File: src/rtl/matvec_seq_ctrl_if.sv
// matvec_seq_ctrl_if: signal bundle between the matrix-path sequencer and its
// X-load source, A memory, 9-tap MAC ALU and result memory.
//   master modport : the sequencer (drives ready/enables/addresses/X regs)
//   slave modport  : the surrounding datapath (drives start, X words, ALU result)
// Signals:
//   start, reuse_x        job request and "keep current X" flag
//   x_valid/x_ready/x_data 24-bit X load handshake (MSB byte first)
//   a_ren, a_addr         A-memory read (data returns one cycle later)
//   alu_en, x_reg1..3     ALU enable and the 9 X bytes
//   alu_web, alu_sum      ALU write strobe and 20-bit result
//   res_we/addr/data      result-memory write port
//   busy, done            job status
interface matvec_seq_ctrl_if #(
    parameter int ADDR_W = 4
);
    logic              start;
    logic              reuse_x;
    logic              x_valid;
    logic [23:0]       x_data;
    logic              x_ready;
    logic              a_ren;
    logic [ADDR_W-1:0] a_addr;
    logic              alu_en;
    logic [23:0]       x_reg1;
    logic [23:0]       x_reg2;
    logic [23:0]       x_reg3;
    logic              alu_web;
    logic [19:0]       alu_sum;
    logic              res_we;
    logic [ADDR_W-1:0] res_addr;
    logic [19:0]       res_data;
    logic              busy;
    logic              done;

    modport master (
        input  start, reuse_x, x_valid, x_data, alu_web, alu_sum,
        output x_ready, a_ren, a_addr, alu_en, x_reg1, x_reg2, x_reg3,
        output res_we, res_addr, res_data, busy, done
    );

    modport slave (
        output start, reuse_x, x_valid, x_data, alu_web, alu_sum,
        input  x_ready, a_ren, a_addr, alu_en, x_reg1, x_reg2, x_reg3,
        input  res_we, res_addr, res_data, busy, done
    );
endinterface

File: src/rtl/matvec_seq_ctrl.sv
// matvec_seq_ctrl: sequencer for the 9-tap multiply-accumulate ALU.
// Loads three 24-bit X words, streams ROWS A-memory reads back to back,
// aligns alu_en with the synchronous read data, and writes each ALU sum to
// the result memory at the row address delayed by two cycles. done pulses
// one cycle after the last result write.
// Ports:
//   clk  system clock (rising edge)
//   rst  asynchronous active-high reset
//   bus  matvec_seq_ctrl_if master modport (see interface header)
module matvec_seq_ctrl #(
    parameter int ROWS   = 16,
    parameter int ADDR_W = 4
) (
    input  logic                clk,
    input  logic                rst,
    matvec_seq_ctrl_if.master   bus
);
    // One extra bit so ROWS = 2^ADDR_W is representable before the compare.
    localparam int               CNT_W    = ADDR_W + 1;
    localparam logic [CNT_W-1:0] LAST_ROW = CNT_W'(ROWS - 1);

    typedef enum logic [2:0] {
        StIdle,
        StLoadX,
        StIssue,
        StDrain,
        StFinish
    } state_e;

    state_e            state_q, state_d;
    logic [1:0]        xcnt_q, xcnt_d;
    logic [CNT_W-1:0]  row_q, row_d;
    logic [CNT_W-1:0]  wr_q, wr_d;
    logic [23:0]       x1_q, x1_d;
    logic [23:0]       x2_q, x2_d;
    logic [23:0]       x3_q, x3_d;
    logic              alu_en_q;
    logic [ADDR_W-1:0] addr_p1_q, addr_p2_q;
    logic              a_ren;
    logic              x_fire;

    always_ff @(posedge clk or posedge rst) begin
        if (rst) begin
            state_q   <= StIdle;
            xcnt_q    <= '0;
            row_q     <= '0;
            wr_q      <= '0;
            x1_q      <= '0;
            x2_q      <= '0;
            x3_q      <= '0;
            alu_en_q  <= 1'b0;
            addr_p1_q <= '0;
            addr_p2_q <= '0;
        end else begin
            state_q   <= state_d;
            xcnt_q    <= xcnt_d;
            row_q     <= row_d;
            wr_q      <= wr_d;
            x1_q      <= x1_d;
            x2_q      <= x2_d;
            x3_q      <= x3_d;
            // Read data lands one cycle after a_ren; the ALU result one more.
            alu_en_q  <= a_ren;
            addr_p1_q <= bus.a_addr;
            addr_p2_q <= addr_p1_q;
        end
    end

    always_comb begin
        state_d = state_q;
        xcnt_d  = xcnt_q;
        row_d   = row_q;
        wr_d    = wr_q;
        x1_d    = x1_q;
        x2_d    = x2_q;
        x3_d    = x3_q;
        x_fire  = (state_q == StLoadX) && bus.x_valid;

        if (bus.res_we) begin
            wr_d = wr_q + 1'b1;
        end

        unique case (state_q)
            StIdle: begin
                row_d = '0;
                if (bus.start) begin
                    wr_d = '0;
                    if (bus.reuse_x) begin
                        state_d = StIssue;
                    end else begin
                        state_d = StLoadX;
                        xcnt_d  = '0;
                    end
                end
            end
            StLoadX: begin
                if (x_fire) begin
                    xcnt_d = xcnt_q + 1'b1;
                    case (xcnt_q)
                        2'd0:    x1_d = bus.x_data;
                        2'd1:    x2_d = bus.x_data;
                        default: begin
                            x3_d    = bus.x_data;
                            row_d   = '0;
                            state_d = StIssue;
                        end
                    endcase
                end
            end
            StIssue: begin
                row_d = row_q + 1'b1;
                if (row_q == LAST_ROW) begin
                    state_d = StDrain;
                end
            end
            StDrain: begin
                // This res_we is the ROWS-th write of the job.
                if (bus.res_we && (wr_q == LAST_ROW)) begin
                    state_d = StFinish;
                end
            end
            StFinish: begin
                state_d = StIdle;
            end
            default: begin
                state_d = StIdle;
            end
        endcase
    end

    assign a_ren        = (state_q == StIssue);
    assign bus.a_ren    = a_ren;
    assign bus.a_addr   = row_q[ADDR_W-1:0];
    assign bus.alu_en   = alu_en_q;
    assign bus.x_reg1   = x1_q;
    assign bus.x_reg2   = x2_q;
    assign bus.x_reg3   = x3_q;
    assign bus.x_ready  = (state_q == StLoadX);
    assign bus.res_we   = bus.alu_web;
    assign bus.res_addr = addr_p2_q;
    assign bus.res_data = bus.alu_sum;
    assign bus.busy     = (state_q != StIdle);
    assign bus.done     = (state_q == StFinish);
endmodule

File: src/flat_wrapper.sv
// flat-port wrapper written by rule: the top's interface ports become plain ports
module matvec_seq_ctrl_flat 
#(
    parameter int ROWS   = 16,
    parameter int ADDR_W = 4
)
  (clk, rst, bus_start, bus_reuse_x, bus_x_valid, bus_x_data, bus_alu_web, bus_alu_sum, bus_x_ready, bus_a_ren, bus_a_addr, bus_alu_en, bus_x_reg1, bus_x_reg2, bus_x_reg3, bus_res_we, bus_res_addr, bus_res_data, bus_busy, bus_done);
  matvec_seq_ctrl_if #(.ADDR_W(ADDR_W)) bus_i ();
  input  logic clk;
  input  logic rst;
  input wire logic [$bits(bus_i.start)-1:0] bus_start;
  input wire logic [$bits(bus_i.reuse_x)-1:0] bus_reuse_x;
  input wire logic [$bits(bus_i.x_valid)-1:0] bus_x_valid;
  input wire logic [$bits(bus_i.x_data)-1:0] bus_x_data;
  input wire logic [$bits(bus_i.alu_web)-1:0] bus_alu_web;
  input wire logic [$bits(bus_i.alu_sum)-1:0] bus_alu_sum;
  output wire logic [$bits(bus_i.x_ready)-1:0] bus_x_ready;
  output wire logic [$bits(bus_i.a_ren)-1:0] bus_a_ren;
  output wire logic [$bits(bus_i.a_addr)-1:0] bus_a_addr;
  output wire logic [$bits(bus_i.alu_en)-1:0] bus_alu_en;
  output wire logic [$bits(bus_i.x_reg1)-1:0] bus_x_reg1;
  output wire logic [$bits(bus_i.x_reg2)-1:0] bus_x_reg2;
  output wire logic [$bits(bus_i.x_reg3)-1:0] bus_x_reg3;
  output wire logic [$bits(bus_i.res_we)-1:0] bus_res_we;
  output wire logic [$bits(bus_i.res_addr)-1:0] bus_res_addr;
  output wire logic [$bits(bus_i.res_data)-1:0] bus_res_data;
  output wire logic [$bits(bus_i.busy)-1:0] bus_busy;
  output wire logic [$bits(bus_i.done)-1:0] bus_done;
  assign bus_i.start = bus_start;
  assign bus_i.reuse_x = bus_reuse_x;
  assign bus_i.x_valid = bus_x_valid;
  assign bus_i.x_data = bus_x_data;
  assign bus_i.alu_web = bus_alu_web;
  assign bus_i.alu_sum = bus_alu_sum;
  assign bus_x_ready = bus_i.x_ready;
  assign bus_a_ren = bus_i.a_ren;
  assign bus_a_addr = bus_i.a_addr;
  assign bus_alu_en = bus_i.alu_en;
  assign bus_x_reg1 = bus_i.x_reg1;
  assign bus_x_reg2 = bus_i.x_reg2;
  assign bus_x_reg3 = bus_i.x_reg3;
  assign bus_res_we = bus_i.res_we;
  assign bus_res_addr = bus_i.res_addr;
  assign bus_res_data = bus_i.res_data;
  assign bus_busy = bus_i.busy;
  assign bus_done = bus_i.done;
  matvec_seq_ctrl #(.ROWS(ROWS), .ADDR_W(ADDR_W)) u_core (.clk(clk), .rst(rst), .bus(bus_i));
endmodule
File: config.mk
export PLATFORM = sky130hd
export DESIGN_NAME = matvec_seq_ctrl_flat
export DESIGN_NICKNAME = d
export VERILOG_FILES = /design/src/rtl/matvec_seq_ctrl_if.sv /design/src/rtl/matvec_seq_ctrl.sv /design/src/flat_wrapper.sv
export SDC_FILE = /design/constraint.sdc
export NUM_CORES = 1
export LEC_CHECK = 0
export BUFFER_PORTS_ARGS = -buffer_cell sky130_fd_sc_hd__buf_2
export CAP_MARGIN = 10
export CORE_MARGIN = 4
export CORE_UTILIZATION = 33
export DETAILED_ROUTE_END_ITERATION = 6
export SLEW_MARGIN = 20
export SYNTH_ARGS = -nofsm -noshare
export SYNTH_HDL_FRONTEND = slang
export SYNTH_SLANG_ARGS = --single-unit
File: constraint.sdc
create_clock -name clk -period 4.1 [get_ports clk]
set_input_delay 0.205 -clock clk [delete_from_list [all_inputs] [get_ports clk]]
set_output_delay 0.205 -clock clk [all_outputs]
set_load 0.03 [all_outputs]
After elaboration in Yosys (flattened, before gate mapping)
Index checks and enable logic that the tools add are counted.

$mul: 0. Muxes and demuxes: 17. Add/subtract/negate cells: 3. Divide/modulo/power cells: 0. Order comparisons: 0. Reduce and logical (&&, ||, !) cells: 14. Shifts and indexed selects: 0. Bitwise logic cells: 1. Equality and inequality tests: 13.

Operators with widths (number): 2-to-1 mux 5 bit (5); 2-to-1 mux 3 bit (5); case mux 5 bit (3 select lines) (1); case mux 3 bit (4 select lines) (1); AND reduction 3 bit (4); adder 5 x 1 -> 5 bit, second input constant (2); == test 5 x 4 -> 1 bit, second input constant (2); 2-to-1 mux 2 bit (4); != test 2 bit, second input constant (4); == test 3 x 2 -> 1 bit, second input constant (2); nonzero test 3 bit (2); AND reduction 5 bit (1); != test 2 x 1 -> 1 bit, second input constant (2); case mux 2 bit (2 select lines) (1); AND reduction 4 bit (1); == test 3 x 1 -> 1 bit, second input constant (1); == test 3 bit, second input constant (1); zero test 3 bit (1); adder 2 x 1 -> 2 bit, second input constant (1); == test 2 x 1 -> 1 bit, second input constant (1); logical AND 1 bit (2); zero test 2 bit (1); nonzero test 2 bit (1); OR reduction 2 bit (1); NOT 1 bit (1).

Register bits after elaboration: 96. Output and inout port bits: 106. Memory bits (read-only): 0. Memory bits (writable): 0. Memories kept: 0. Input bits: 50. Latch bits: 0. Word-level logic and storage cells: 58.

Logic depth before layout (Yosys ltp)
Depth after elaboration: 5. Mapped depth: 7. Mapped depth without buffers: 7.

Least setup slack after synthesis
Ideal clock, no wire load.

Path kind: flip-flop to flip-flop. Start: reg u_core.xcnt_q[0]. End: reg u_core.row_q[1]. Buffers on the path: 0. Stages on the path, launching flop included: 6. Period minus slack after synthesis: 1.703 ns. Data arrival time: 1.582 ns. Path slack: 2.397 ns. Required time: 3.979 ns. Library setup time: 0.121 ns. Cell sequence: dfrtp_1 inv_1 ha_1 or4b_1 a21o_1 a22o_1.

Longest elaborated chain between the ends: 4. Elaborated cells between the ends (all ways): 5. Those cells by class: eq/ne: 2; reduce/logical: 3.

Ends and longest elaborated chain: start, declared (line matvec_seq_ctrl.sv:31) `logic [1:0] xcnt_q, xcnt_d;`; start signal, assigned (line matvec_seq_ctrl.sv:56) `xcnt_q <= xcnt_d;`; == test 2 x 1 -> 1 bit / zero test 2 bit (equally long branches) (line matvec_seq_ctrl.sv:99) `case (xcnt_q)`; OR reduction 2 bit (no line) (*); != test 2 bit (no line) (*); AND reduction 3 bit (no line) (*); end signal, assigned (line matvec_seq_ctrl.sv:57) `row_q <= row_d;`; end, declared (line matvec_seq_ctrl.sv:32) `logic [CNT_W-1:0] row_q, row_d;`.

Every way passes the cells marked *; elsewhere a longest branch is shown, timed or not. A chain may end at the register's enable or synchronous reset.

Worst setup path in the final report
Start: reg u_core.state_q[0]. End: reg u_core.x3_q[13], in the netlist u_core.bus.x_reg3[13].

Longest elaborated chain between the ends: 3.

Ends and longest elaborated chain: start, declared (line matvec_seq_ctrl.sv:30) `state_e state_q, state_d;`; start signal, assigned (line matvec_seq_ctrl.sv:44) `state_q <= StIdle;`; start signal, assigned (line matvec_seq_ctrl.sv:55) `state_q <= state_d;`; == test 3 x 1 -> 1 bit (*) (line matvec_seq_ctrl.sv:77, matvec_seq_ctrl.sv:83); logical AND 1 bit (line matvec_seq_ctrl.sv:77) `x_fire = (state_q == StLoadX) && bus.x_valid;`; AND reduction 3 bit (no line) (*); end signal, assigned (line matvec_seq_ctrl.sv:50) `x3_q <= '0;`; end signal, assigned (line matvec_seq_ctrl.sv:61) `x3_q <= x3_d;`; end, declared (line matvec_seq_ctrl.sv:36) `logic [23:0] x3_q, x3_d;`.

Marked as above.

==> results.tsv <==
metric	value	unit
outcome	complete, no violations	
post-synthesis async set-or-reset flop share	1.000	
layout cells sized above 1	0.5550	
Post-synth EDFFs	0	
worst hold-check slack	0.03349	ns
post-synthesis register bit count	96	
portion of total power attributed to the clock network	0.214	
number of distinct library cells after synthesis	37	
r2r worst-path depth	3	
vias in the first global route	2500	
largest stage delay on the critical path	0.64	ns
fin nets	424	
htree depth	3	
Simple-Gate Fraction of Synth Area	0.05977	
GRT Resource Usage Total	0.1181	
initial cell density of the core	0.3364	
Critical Path Source	u_core.state_q[0]	
unrepaired setup endpoints after global routing	false	
iteration count of the initial detailed-routing pass	4	
proportion of synthesized chip area in sequential cells	0.5946	
final number of hold-violating endpoints	0	
signed area change from the synthesized netlist to the final layout	20.07	%
Net Count, Synth	332	
number of I/O port buffers	115	
Iter 0 DRT Violations	98	
cts-stage hold buffer count	0	
Critical R2R Launch	u_core.state_q[0]	
VDD IR-drop max	0.0002519	V
number of buffers and inverters on the critical path	0	
CTS buffer count	9	
clock transition at the registers of the reported paths	0.06	ns
Critical Path, Cell by Cell	and2_1 -> nand2_2 -> mux2_4	
routability congestion estimate from global placement	0.7100	
worst reg2reg setup slack	1.86	ns
Die X	118.6	um
Leakage Power	2.656	nW
cell at the root of the clock tree	clkbuf_16	
synthesized-area fraction occupied by adder cells	0.01858	
Internal	0.002390	W
Cell Area, Synth	4040	um2
crit path capture	u_core.bus.x_reg3[13]	
CP Data Arrival Time	2.46	ns
fraction of power consumed by sequential logic	0.392	
diode count	0	
Yosys warning total	0	
remaining number of nets flagged by the antenna check after routing	0	
part of the cycle the worst path needs	0.5461	
mux contribution to synthesized area	0.2217	
commonest non-fill, non-tap cells in the layout	buf_2, dfrtp_1, mux2_2	
Worst Max-Slew Pin Slew	0.8851	ns
switching power total	0.001573	W
wire length of the first global-routing pass	13.20	mm
average cell area after synthesis	14.64	um2
average routed wire per standard cell	15.45	um
worst max-slew margin expressed relative to the limit	0.4079	
number of sinks handled by clock tree synthesis	96	
vias per cell	4.648	
Critical Path Slowest Stage Cell	dfrtp_1	
CTS tree	built	
final-report setup violation count	0	
summed negative setup slack over all endpoints	0	ns
area fraction in compound gates after synthesis	0.02632	
number of gates on the worst path with buffers counted	3	
total power divided by cell area	817.0	nW/um2
maximum number of pins on one net before global-route repair	70	
quantity of gates resized following cts	0	
final setup skew	0.003756	ns
number of fill cells	1171	
DRC viols	0	
number of max-slew violations in the final report	0	
Worst setup EP type	flip-flop	
estimated wirelength of the detail-placed design	5.571	mm
family of cells with the greatest summed delay on the critical path	simple AND/OR/NAND/NOR gates	
Top FF cell, synth	dfrtp_1	
portion of total power attributed to combinational logic	0.394	
latest clock arrival within the worst-skew pair	0.34	ns
combinational family with the most area after synthesis	multiplexers	
CP Class	reg -> reg	
Worst EP required	4.32	ns
vertical die dimension	118.6	um
sort of element at the start of the critical path	flip-flop	
Cell Rows	40	
Core Box Area	12010	um2
worst reg2reg path endpoint	u_core.bus.x_reg3[13]	
Longest Clk Path Bufs	2	
antenna violations before repair	0	
fraction of power spent switching nets	0.3969	
maximum fanout along the worst path	24	
DIE AREA	14080	um2
Cells after Synth	276	
routed via count	2417	
routed wire length	8.034	mm
GRT overflow	0	
HP Class	in -> async	
buffer count from post-CTS setup fixing	0	
time the final worst path needs with I/O delays and setup	2.239	ns
number of maximum-capacitance violations	0	
xor and xnor fraction of the mapped netlist area	0.006504	
leading cell type in the layout, fill and taps excluded	buf_2	
highest attainable clock frequency	446.6	MHz
number of top-level pins	156	
-- sequential cells by signal, indices dropped and copies added (netlist names) --
name and flops:
u_core.addr_p1_q 4, u_core.bus.alu_en 1, u_core.bus.res_addr 4, u_core.bus.x_reg1 24
u_core.bus.x_reg2 24, u_core.bus.x_reg3 24, u_core.row_q 5, u_core.state_q 3
u_core.wr_q 5, u_core.xcnt_q 2
-- power by group through the flow --
stage	Clock, W	Sequential [W]	Combinational, W
after floorplan	0	0.00213	0.000606
after global placement	0	0.00155	0.00156
after detailed placement	0	0.00157	0.00158
after CTS	0.000882	0.00155	0.00158
after global routing	0.000920	0.00161	0.00166
final	0.000849	0.00155	0.00156
-- cells by family (layout without fill, tap and decap cells) --
group / count (synthesis) / after routing
AO/OA/AOI/OAI: 16 / 16
buffers and inverters: 42 / 139
AND/OR/NAND/NOR: 40 / 40
XOR/XNOR: 3 / 3
flip-flops: 96 / 96
multiplexers: 73 / 73
adder cells (fa/ha/maj): 6 / 6
-- Yosys cell counts (3+ instances only) --
cell type,count,share of area
nand2_1,8,0.0074
nor3_1,3,0.0037
a211oi_1,3,0.0056
nor2b_1,3,0.0046
ha_1,6,0.019
o21ai_0,5,0.0062
mux2_4,20,0.074
buf_6,3,0.0084
inv_1,7,0.0065
and3_1,3,0.0046
buf_4,30,0.056
mux2_2,50,0.14
nor2_1,8,0.0074
dfrtp_1,96,0.59
-- layer usage --
metal	share of wire	track usage
met1	0.44	0.1480
met4	0.024	0.05576
met2	0.47	0.1837
met3	0.071	0.03971
met5	0	0
-- layout make-up --
class	count	area [um2]	area share
tap	147	183.9	0.03792
inverter	7	28.78	0.005932
sequential	96	2402	0.4952
timing repair buffer	116	583.1	0.1202
multi-input combinational	138	1345	0.2773
clock buffer	11	252.7	0.05210
clock inverter	5	55.05	0.01135
-- worst min path at each step --
stage	to	slack, ns
floorplan	u_core.bus.res_addr[0]	0.33
global placement	u_core.bus.res_addr[1]	0.33
detailed placement	u_core.bus.res_addr[0]	0.34
CTS	u_core.bus.x_reg2[8]	0.07
global route	u_core.bus.x_reg1[18]	0.11
finish	u_core.bus.x_reg1[9]	0.03
-- worst register-to-register path, stage by stage, from the launching register on --
cell,delay (ns)
dfrtp_1,0.64
and2_1,0.40
nand2_2,0.58
mux2_4,0.51
-- metrics by stage --
step,cells,setup slack [ns],power [W],utilization,instance area [um2]
floorplan,276,1.390,0.002735,-,4040
global placement,504,1.958,0.003112,0.3782,4543
detailed placement,504,1.866,0.003151,0.3782,4543
CTS,520,1.859,0.004020,0.4039,4851
global route,520,1.680,0.004190,0.4039,4851
finish,520,1.861,0.003963,0.4039,4851
(Power assumes the default switching activity.)
